===== src/rtl/uart_tx_ctrl.sv =====
// uart_tx_ctrl: UART transmit controller. Serializes one parallel word into
// a frame on tx_out: start(0), DATA_WIDTH data bits LSB first, optional
// parity, one stop(1). Each bit lasts `prescale` clocks (minimum 4).
// Ports:
//   clk, rst            clock, synchronous active-high reset
//   p_data, data_valid  word to send and its request strobe (taken only when idle)
//   par_en, par_typ     parity enable, parity type (0 even, 1 odd)
//   prescale            clocks per bit
//   tx_out              serial line, idle high (registered)
//   busy                high while a frame is on the line (registered)
//   frame_done          one-clock pulse after the stop bit (registered)
module uart_tx_ctrl #(
  parameter int unsigned DATA_WIDTH = 8,
  parameter int unsigned PRESC_W    = 6
) (
  input  logic                  clk,
  input  logic                  rst,
  input  logic [DATA_WIDTH-1:0] p_data,
  input  logic                  data_valid,
  input  logic                  par_en,
  input  logic                  par_typ,
  input  logic [PRESC_W-1:0]    prescale,
  output logic                  tx_out,
  output logic                  busy,
  output logic                  frame_done
);

  localparam int unsigned BIT_W   = (DATA_WIDTH > 1) ? $clog2(DATA_WIDTH) : 1;
  localparam int unsigned MIN_PRE = 4;

  typedef enum logic [2:0] {
    S_IDLE   = 3'd0,
    S_START  = 3'd1,
    S_DATA   = 3'd2,
    S_PARITY = 3'd3,
    S_STOP   = 3'd4
  } state_t;

  state_t                  state, state_nxt;
  logic [PRESC_W-1:0]      edge_cnt, edge_cnt_nxt;
  logic [BIT_W-1:0]        bit_cnt, bit_cnt_nxt;
  logic [DATA_WIDTH-1:0]   shreg, shreg_nxt;
  logic [PRESC_W-1:0]      last_edge, last_edge_nxt;
  logic                    par_on, par_on_nxt;
  logic                    par_bit, par_bit_nxt;
  logic                    tx_nxt, busy_nxt, done_nxt;
  logic                    bit_end;
  logic [PRESC_W-1:0]      presc_eff;

  // Short prescale values are clamped so each bit lasts at least 4 clocks.
  assign presc_eff = (prescale < PRESC_W'(MIN_PRE)) ? PRESC_W'(MIN_PRE) : prescale;
  assign bit_end   = (edge_cnt == last_edge);

  // State and datapath registers
  always_ff @(posedge clk) begin
    if (rst) begin
      state      <= S_IDLE;
      edge_cnt   <= '0;
      bit_cnt    <= '0;
      shreg      <= '0;
      last_edge  <= '0;
      par_on     <= 1'b0;
      par_bit    <= 1'b0;
      tx_out     <= 1'b1;
      busy       <= 1'b0;
      frame_done <= 1'b0;
    end else begin
      state      <= state_nxt;
      edge_cnt   <= edge_cnt_nxt;
      bit_cnt    <= bit_cnt_nxt;
      shreg      <= shreg_nxt;
      last_edge  <= last_edge_nxt;
      par_on     <= par_on_nxt;
      par_bit    <= par_bit_nxt;
      tx_out     <= tx_nxt;
      busy       <= busy_nxt;
      frame_done <= done_nxt;
    end
  end

  // Next-state, counters and next output values
  always_comb begin
    state_nxt     = state;
    edge_cnt_nxt  = bit_end ? '0 : edge_cnt + PRESC_W'(1);
    bit_cnt_nxt   = bit_cnt;
    shreg_nxt     = shreg;
    last_edge_nxt = last_edge;
    par_on_nxt    = par_on;
    par_bit_nxt   = par_bit;
    done_nxt      = 1'b0;

    case (state)
      S_IDLE: begin
        edge_cnt_nxt = '0;
        if (data_valid) begin
          state_nxt     = S_START;
          shreg_nxt     = p_data;
          last_edge_nxt = presc_eff - PRESC_W'(1);
          par_on_nxt    = par_en;
          // Even parity is the XOR of the data; odd parity is its complement.
          par_bit_nxt   = (^p_data) ^ par_typ;
        end
      end
      S_START: begin
        if (bit_end) begin
          state_nxt   = S_DATA;
          bit_cnt_nxt = '0;
        end
      end
      S_DATA: begin
        if (bit_end) begin
          shreg_nxt = shreg >> 1;
          if (bit_cnt == BIT_W'(DATA_WIDTH - 1)) begin
            state_nxt = par_on ? S_PARITY : S_STOP;
          end else begin
            bit_cnt_nxt = bit_cnt + BIT_W'(1);
          end
        end
      end
      S_PARITY: begin
        if (bit_end) state_nxt = S_STOP;
      end
      S_STOP: begin
        if (bit_end) begin
          state_nxt = S_IDLE;
          done_nxt  = 1'b1;
        end
      end
      default: begin
        state_nxt    = S_IDLE;
        edge_cnt_nxt = '0;
      end
    endcase

    // Line level for the cycle that follows, derived from the next state.
    case (state_nxt)
      S_START:  tx_nxt = 1'b0;
      S_DATA:   tx_nxt = shreg_nxt[0];
      S_PARITY: tx_nxt = par_bit_nxt;
      default:  tx_nxt = 1'b1;
    endcase
    busy_nxt = (state_nxt != S_IDLE);
  end

endmodule


===== config.mk =====
export PLATFORM = sky130hd
export DESIGN_NAME = uart_tx_ctrl
export DESIGN_NICKNAME = d
export VERILOG_FILES = /design/src/rtl/uart_tx_ctrl.sv
export SDC_FILE = /design/constraint.sdc
export NUM_CORES = 1
export LEC_CHECK = 0
export CORE_MARGIN = 2
export CORE_UTILIZATION = 45
export DETAILED_ROUTE_END_ITERATION = 6
export GPL_TIMING_DRIVEN = 0
export PLACE_DENSITY_LB_ADDON = 0.12
export SETUP_SLACK_MARGIN = 0.02
export SLEW_MARGIN = 20
export SYNTH_ARGS = -nofsm -noshare
export SYNTH_HDL_FRONTEND = slang
export SYNTH_SLANG_ARGS = --single-unit

===== constraint.sdc =====
create_clock -name clk -period 4.5 [get_ports clk]
set_input_delay 0.45 -clock clk [delete_from_list [all_inputs] [get_ports clk]]
set_output_delay 0.45 -clock clk [all_outputs]
set_load 0.03 [all_outputs]

==> results of run 1 <==
## Yosys cell counts
master     number  share of area
nor2_1         24          0.058
nor4_1          2         0.0081
and3_1          1         0.0041
nor2_2          1         0.0041
a21o_1          1         0.0049
a21oi_1        14          0.045
or2_0           2         0.0081
a311oi_2        1         0.0097
buf_1           2         0.0049
a211oi_2        1         0.0081
nor3b_1         3          0.015
nand2_1        21          0.051
mux2i_1         2          0.013
and2_1          1         0.0041
dfxtp_1        31           0.40
o2111ai_1       1         0.0057
nor3_4          1          0.011
a211oi_1        3          0.015
a22o_4          1          0.011
xnor2_1        12          0.068
or4_4           1         0.0073
clkbuf_1        4         0.0097
a221oi_2        1         0.0097
ha_1            4          0.032
nor4b_1         1         0.0057
nor3_1          4          0.013
nor2b_1         3          0.012
a311oi_1        1         0.0057
nand2b_1        1         0.0041
a22oi_1         6          0.029
o21ai_0         1         0.0032
xor2_1          9          0.051
and2_4          1         0.0057
inv_1           3         0.0073
a31oi_1         3          0.012
nand3_1         3         0.0097
nand3b_1        2         0.0097
nor4_2          2          0.016
o31ai_1         1         0.0049
## per-layer routing
metal,vias to the layer above,share of wire,track usage
met5,-,0,0
met4,0,0.012,0.0667
met3,4,0.056,0.0649
met2,37,0.50,0.316
met1,598,0.43,0.199
li1,670,-,-
## final timing paths
check             depth (start not counted)  slack (ps)    endpoint   startpoint
hold / removal                            2         460  bit_cnt[1]   bit_cnt[1]
setup / recovery                          6        2370      tx_out  edge_cnt[4]
setup reg to reg                          6        2370      tx_out  edge_cnt[4]
hold reg to reg                           2         460  bit_cnt[1]   bit_cnt[1]
## state kept, by name (all words and copies together), names as in the netlist
name and cells:
edge_cnt 6, shreg 8, busy 1, tx_out 1, bit_cnt 3, state 3, last_edge 6, frame_done 1
par_on 1, par_bit 1
## final cells by class
class                           instances  area, µm²
Clock inverter                          1       30.0
Inverter                                3       11.3
Multi-Input combinational cell        136        888
Sequential cell                        31        621
Buffer                                  6       22.5
Tap cell                               46       57.6
Clock buffer                            6       41.3
Fill cell                             334       1440
Timing Repair Buffer                   20        200
## through the flow
stage | setup WS [ps] | std cells | cell area [µm²] | power [W] | hold slack [ps]
finish | 2370 | 249 | 1870 | 0.000703 | 464
global route | 2260 | 249 | 1870 | 0.000745 | 487
CTS | 2380 | 249 | 1870 | 0.000709 | 466
detailed placement | 2260 | 242 | 1800 | 0.000504 | 452
global placement | 2250 | 242 | 1800 | 0.000500 | 443
floorplan | 2570 | 176 | 1540 | 0.000449 | 436
## power breakdown
part | internal (W) | switching [W] | total (W) | leakage (nW)
combinational | 0.0000816 | 0.000101 | 0.000183 | 0.387
clock | 0.000114 | 0.0000903 | 0.000205 | 0.0383
sequential | 0.000299 | 0.0000168 | 0.000316 | 0.254
## worst register-to-register path: cells and delay by family, from the launching register on
family	cells	cell delay, ps
AOI/OAI and AO/OA	2	350
xor gates and xnor gates	1	170
DFF	1	350
and+or+nand+nor	3	1130
## logic make-up (layout without fill, tap and decap cells)
kind of cell / after synthesis / after routing / share of synthesized area
DFF: 31 / 31 / 0.402
and+or+nand+nor: 74 / 74 / 0.247
AOI/OAI and AO/OA: 35 / 35 / 0.165
adders and majority gates: 4 / 4 / 0.0324
muxes: 2 / 2 / 0.0130
buffers and inverters: 9 / 36 / 0.0219
xor gates and xnor gates: 21 / 21 / 0.119
==> impl_metrics.csv, run 1 <==
group,metric,value,unit
outcome,status,"finished, final reports clean",
finish,area_growth,21.3,%
synth,syn_nets,199,
route,drt-vias-per-instance,5.26,
synth,synth_cell_type_count,39,
timing,worst_slew_pin_slew,568,ps
die,die_x,62.6,µm
route,dr.pass1.iters,4,
route,vias,1309,
critical_path,arrival,2340,ps
route,ant_nets,0,
timing,finalHoldViolCount,0,
critical_path,required,4720,ps
clock_network,cts_root_buffer,"clkbuf_4",
global_routing,grt_max_degree,11,
critical_path,crit_path_max_incr_delay,590,ps
job,max-cap-violations,0,
global_routing,grt-ovfl-total,0,
critical_path,start_kind,"flop",
clock_network,postCtsHoldBufs,0,
finish,fin_nets,226,
clock_network,tritoncts,"done",
clock_network,cts_max_level,2,
finish,most-common-layout-cells,"31 x dfxtp_1, 24 x nor2_1, 21 x nand2_1, 20 x clkdlybuf4s50_1, 14 x a21oi_1",
die,initial_utilization,0.466,
timing,layout_min_cycle_time,2130,ps
power,power.leakage,0.679,nW
timing,skew,15.7,ps
timing,max_freq,0.470,GHz
place,port_buffers,20,
clock_network,cts_buffers,5,
critical_path,worstPathCellList,"xor2_1 -> or4_4 -> nor3_4 -> nor2_2 -> a211oi_2 -> a221oi_2",
timing,slew_headroom,0.621,
route,first_iter_violations,90,
critical_path,critPathKind,"flop to flop",
die,core_area,0.00331,mm²
synth,syn_inst,176,
clock_network,clock_path_buffers,2,
global_routing,grt_use_total,0.180,
synth,ys_seq_elements,31,
finish,antennaDiodeCount,0,
critical_path,worstPathMaxFanout,9,
die,die_area,0.00391,mm²
synth,synth_warnings,0,
power,p_per_area,376,mW/mm²
clock_network,clkTransAtPathRegs,100,ps
timing,setup_violations,0,
clock_network,clock_latency,330,ps
hold_path,hp-class,"flop to flop",
clock_network,postCtsSetupRepairBufs,0,
global_routing,grt_antenna_before_repair,0,
route,wl_per_cell,13.0,µm
critical_path,path_delay_family,"simple AND/OR/NAND/NOR gates",
route,drc,0,
global_routing,grt_pass1_wl,5540,µm
finish,final_common_cell,"dfxtp_1",
critical_path,crit_path_end_kind,"flop",
critical_path,critPathBufInv,0,
route,wirelength,3240,µm
die,die_h,62.6,µm
timing,post-route-period-util,0.473,
place,dp_hpwl,2450,µm
critical_path,slowest_stage,"or4_4",
place,place_congestion,0.867,
timing,slew_viol_final,0,
power,ir_worst_vdd,154,µV
clock_network,numClockSinks,31,
timing,rsz0062_at_grt,"false",
timing,setup_tns,0,ps
synth,synth_area_per_cell,8.77,µm²
finish,drive_above_1_share,0.0788,
die,ios,22,
die,core.rowCount,21,
clock_network,ctsResizeCount,0,
synth,seq_area_frac_synth,0.402,
synth,netlist_area,0.00154,mm²
finish,final_util,0.565,
global_routing,grt_pass1_vias,1271,
Power figures use the tool's default switching activity.
==> run 2: changes to the inputs <==
Clock period 4.5 ns to 2.23 ns, I/O delays scaled along.
==> run 2 against run 1 <==
Core utilization stayed put; cell count stayed put; worst hold slack got worse by 160 ps; wire length grew 0.77%; first-iteration DRC count decreased by 19%; clock-buffer cell count is the same; worst setup slack worse by 2200 ps; total power is 100% higher; global-route usage stayed put; clock power grew 100%; combinational power grew 100%.
==> impl_metrics.csv, run 2 (synthesis gave the netlist of run 1 again) <==
group,metric,value,unit
clock_network,clkTransAtPathRegs,100,ps
timing,timing.hold.ws,308,ps
route,wirelength,3260,µm
route,first_iter_violations,73,
die,core_area,0.00331,mm²
critical_path,start_kind,"flop",
die,die_x,62.6,µm
finish,most-common-layout-cells,"31 x dfxtp_1, 24 x nor2_1, 21 x nand2_1, 20 x clkdlybuf4s50_1, 14 x a21oi_1",
route,vias,1304,
clock_network,tritoncts,"done",
power,sequentialPowerShare,0.449,
hold_path,hp-class,"input pin to flop",
power,ir_worst_vdd,311,µV
clock_network,cts_max_level,2,
timing,max_freq,0.481,GHz
timing,slew_viol_final,0,
die,core.rowCount,21,
die,initial_utilization,0.466,
route,drt-vias-per-instance,5.24,
clock_network,postCtsHoldBufs,0,
critical_path,required,2450,ps
clock_network,clock_latency,330,ps
critical_path,arrival,2300,ps
route,dr.pass1.iters,4,
critical_path,slowest_stage,"or4_4",
finish,area_growth,21.3,%
global_routing,grtUsageMet2,0.316,
power,swShare,0.297,
critical_path,worstPathCellList,"xor2_1 -> or4_4 -> nor3_4 -> nor2_2 -> a211oi_2 -> a221oi_2",
outcome,status,"finished, final reports clean",
global_routing,grt-busiest-layer,"met2",
power,p_comb_frac,0.260,
die,die_area,0.00391,mm²
power,power.leakage,0.680,nW
global_routing,globalRouteMet3Util,0.0649,
critical_path,crit_path_max_incr_delay,590,ps
route,wl_per_cell,13.1,µm
clock_network,numClockSinks,31,
finish,final_common_cell,"dfxtp_1",
global_routing,grt-ovfl-total,0,
global_routing,grt_antenna_before_repair,0,
timing,layout_min_cycle_time,2080,ps
power,netSwitchingPower,0.000421,W
timing,post-route-period-util,0.932,
die,die_h,62.6,µm
finish,final_util,0.565,
power,p_clk_frac,0.291,
critical_path,worstPathMaxFanout,9,
route,drc,0,
timing,setup_violations,0,
critical_path,path_delay_family,"simple AND/OR/NAND/NOR gates",
power,p_int,0.000999,W
place,dp_hpwl,2450,µm
route,ant_nets,0,
finish,fill_cells,334,
place,port_buffers,20,
timing,worst_slew_pin_slew,560,ps
timing,slew_headroom,0.627,
global_routing,grt_max_degree,11,
critical_path,crit_path_end_kind,"flop",
finish,drive_above_1_share,0.0788,
finish,top_register,"shreg",
global_routing,grt_util_met1,0.199,
clock_network,clock_path_buffers,2,
power,p_per_area,758,mW/mm²
timing,setup_tns,0,ps
job,max-cap-violations,0,
global_routing,grt_use_total,0.180,
die,ios,22,
finish,largest_reg_flops,8,
clock_network,cts_root_buffer,"clkbuf_4",
timing,rsz0062_at_grt,"false",
finish,antennaDiodeCount,0,
clock_network,cts_buffers,5,
global_routing,grt_pass1_wl,5540,µm
finish,reg_top3,"shreg x8, edge_cnt x6, last_edge x6",
place,place_congestion,0.867,
power,total_power,0.00142,W
finish,fin_nets,226,
timing,finalHoldViolCount,0,
critical_path,critPathKind,"flop to flop",
critical_path,critPathBufInv,0,
timing,skew,15.6,ps
global_routing,grt_pass1_vias,1271,
run 2: cell counts in the layout (fill, tap and decap cells not counted):
No cell type changed its count.
run 2: path summary, 6_finish.rpt:
kind | from | endpoint | slack (ps) | cells past startpoint
worst min-delay path | rst | shreg[0] | 310 | 2
worst max register to register | edge_cnt[4] | tx_out | 150 | 6
worst min register to register | bit_cnt[1] | bit_cnt[1] | 460 | 2
worst max-delay path | edge_cnt[4] | tx_out | 150 | 6
run 2: per-stage QoR:
step / worst slack (ps) / instance area, µm² / std cells
6_report: 152 / 1870 / 249
5_1_grt: 34.1 / 1870 / 249
4_1_cts: 106 / 1870 / 249
3_5_place_dp: 132 / 1800 / 242
3_3_place_gp: 129 / 1800 / 242
2_1_floorplan: 302 / 1540 / 176
run 2: worst reg2reg max path: cells and delay by family (launching register included):
family	cells	cell delay [ps]
and+or+nand+nor	3	1090
AOI/OAI and AO/OA	2	360
DFF	1	350
xor gates and xnor gates	1	170
run 2: final cells by class:
class,instances,area (µm²),area share
Inverter,3,11.3,0.00602
Clock inverter,1,30.0,0.0160
Multi-Input combinational cell,136,888,0.475
Clock buffer,6,41.3,0.0221
Sequential cell,31,621,0.332
Tap cell,46,57.6,0.0307
Buffer,6,22.5,0.0120
Timing Repair Buffer,20,200,0.107
run 2: power groups by stage:
stage	registers (W)	clock network [W]	logic, W
2_1_floorplan	0.000661	0	0.000246
3_3_place_gp	0.000648	0	0.000361
3_5_place_dp	0.000650	0	0.000368
4_1_cts	0.000637	0.000424	0.000370
5_1_grt	0.000644	0.000454	0.000405
6_report	0.000637	0.000414	0.000369
run 2: metal layers:
layer | part of all wire | vias to the layer above
met5 | 0 | -
met4 | 0.012 | 0
met3 | 0.053 | 4
met2 | 0.50 | 33
met1 | 0.44 | 596
li1 | - | 671
run 2: what timing repair did:
action	4_1_cts	5_1_grt
resized for setup	0	0
buffers inserted	0	0
setup endpoints to repair	0	2
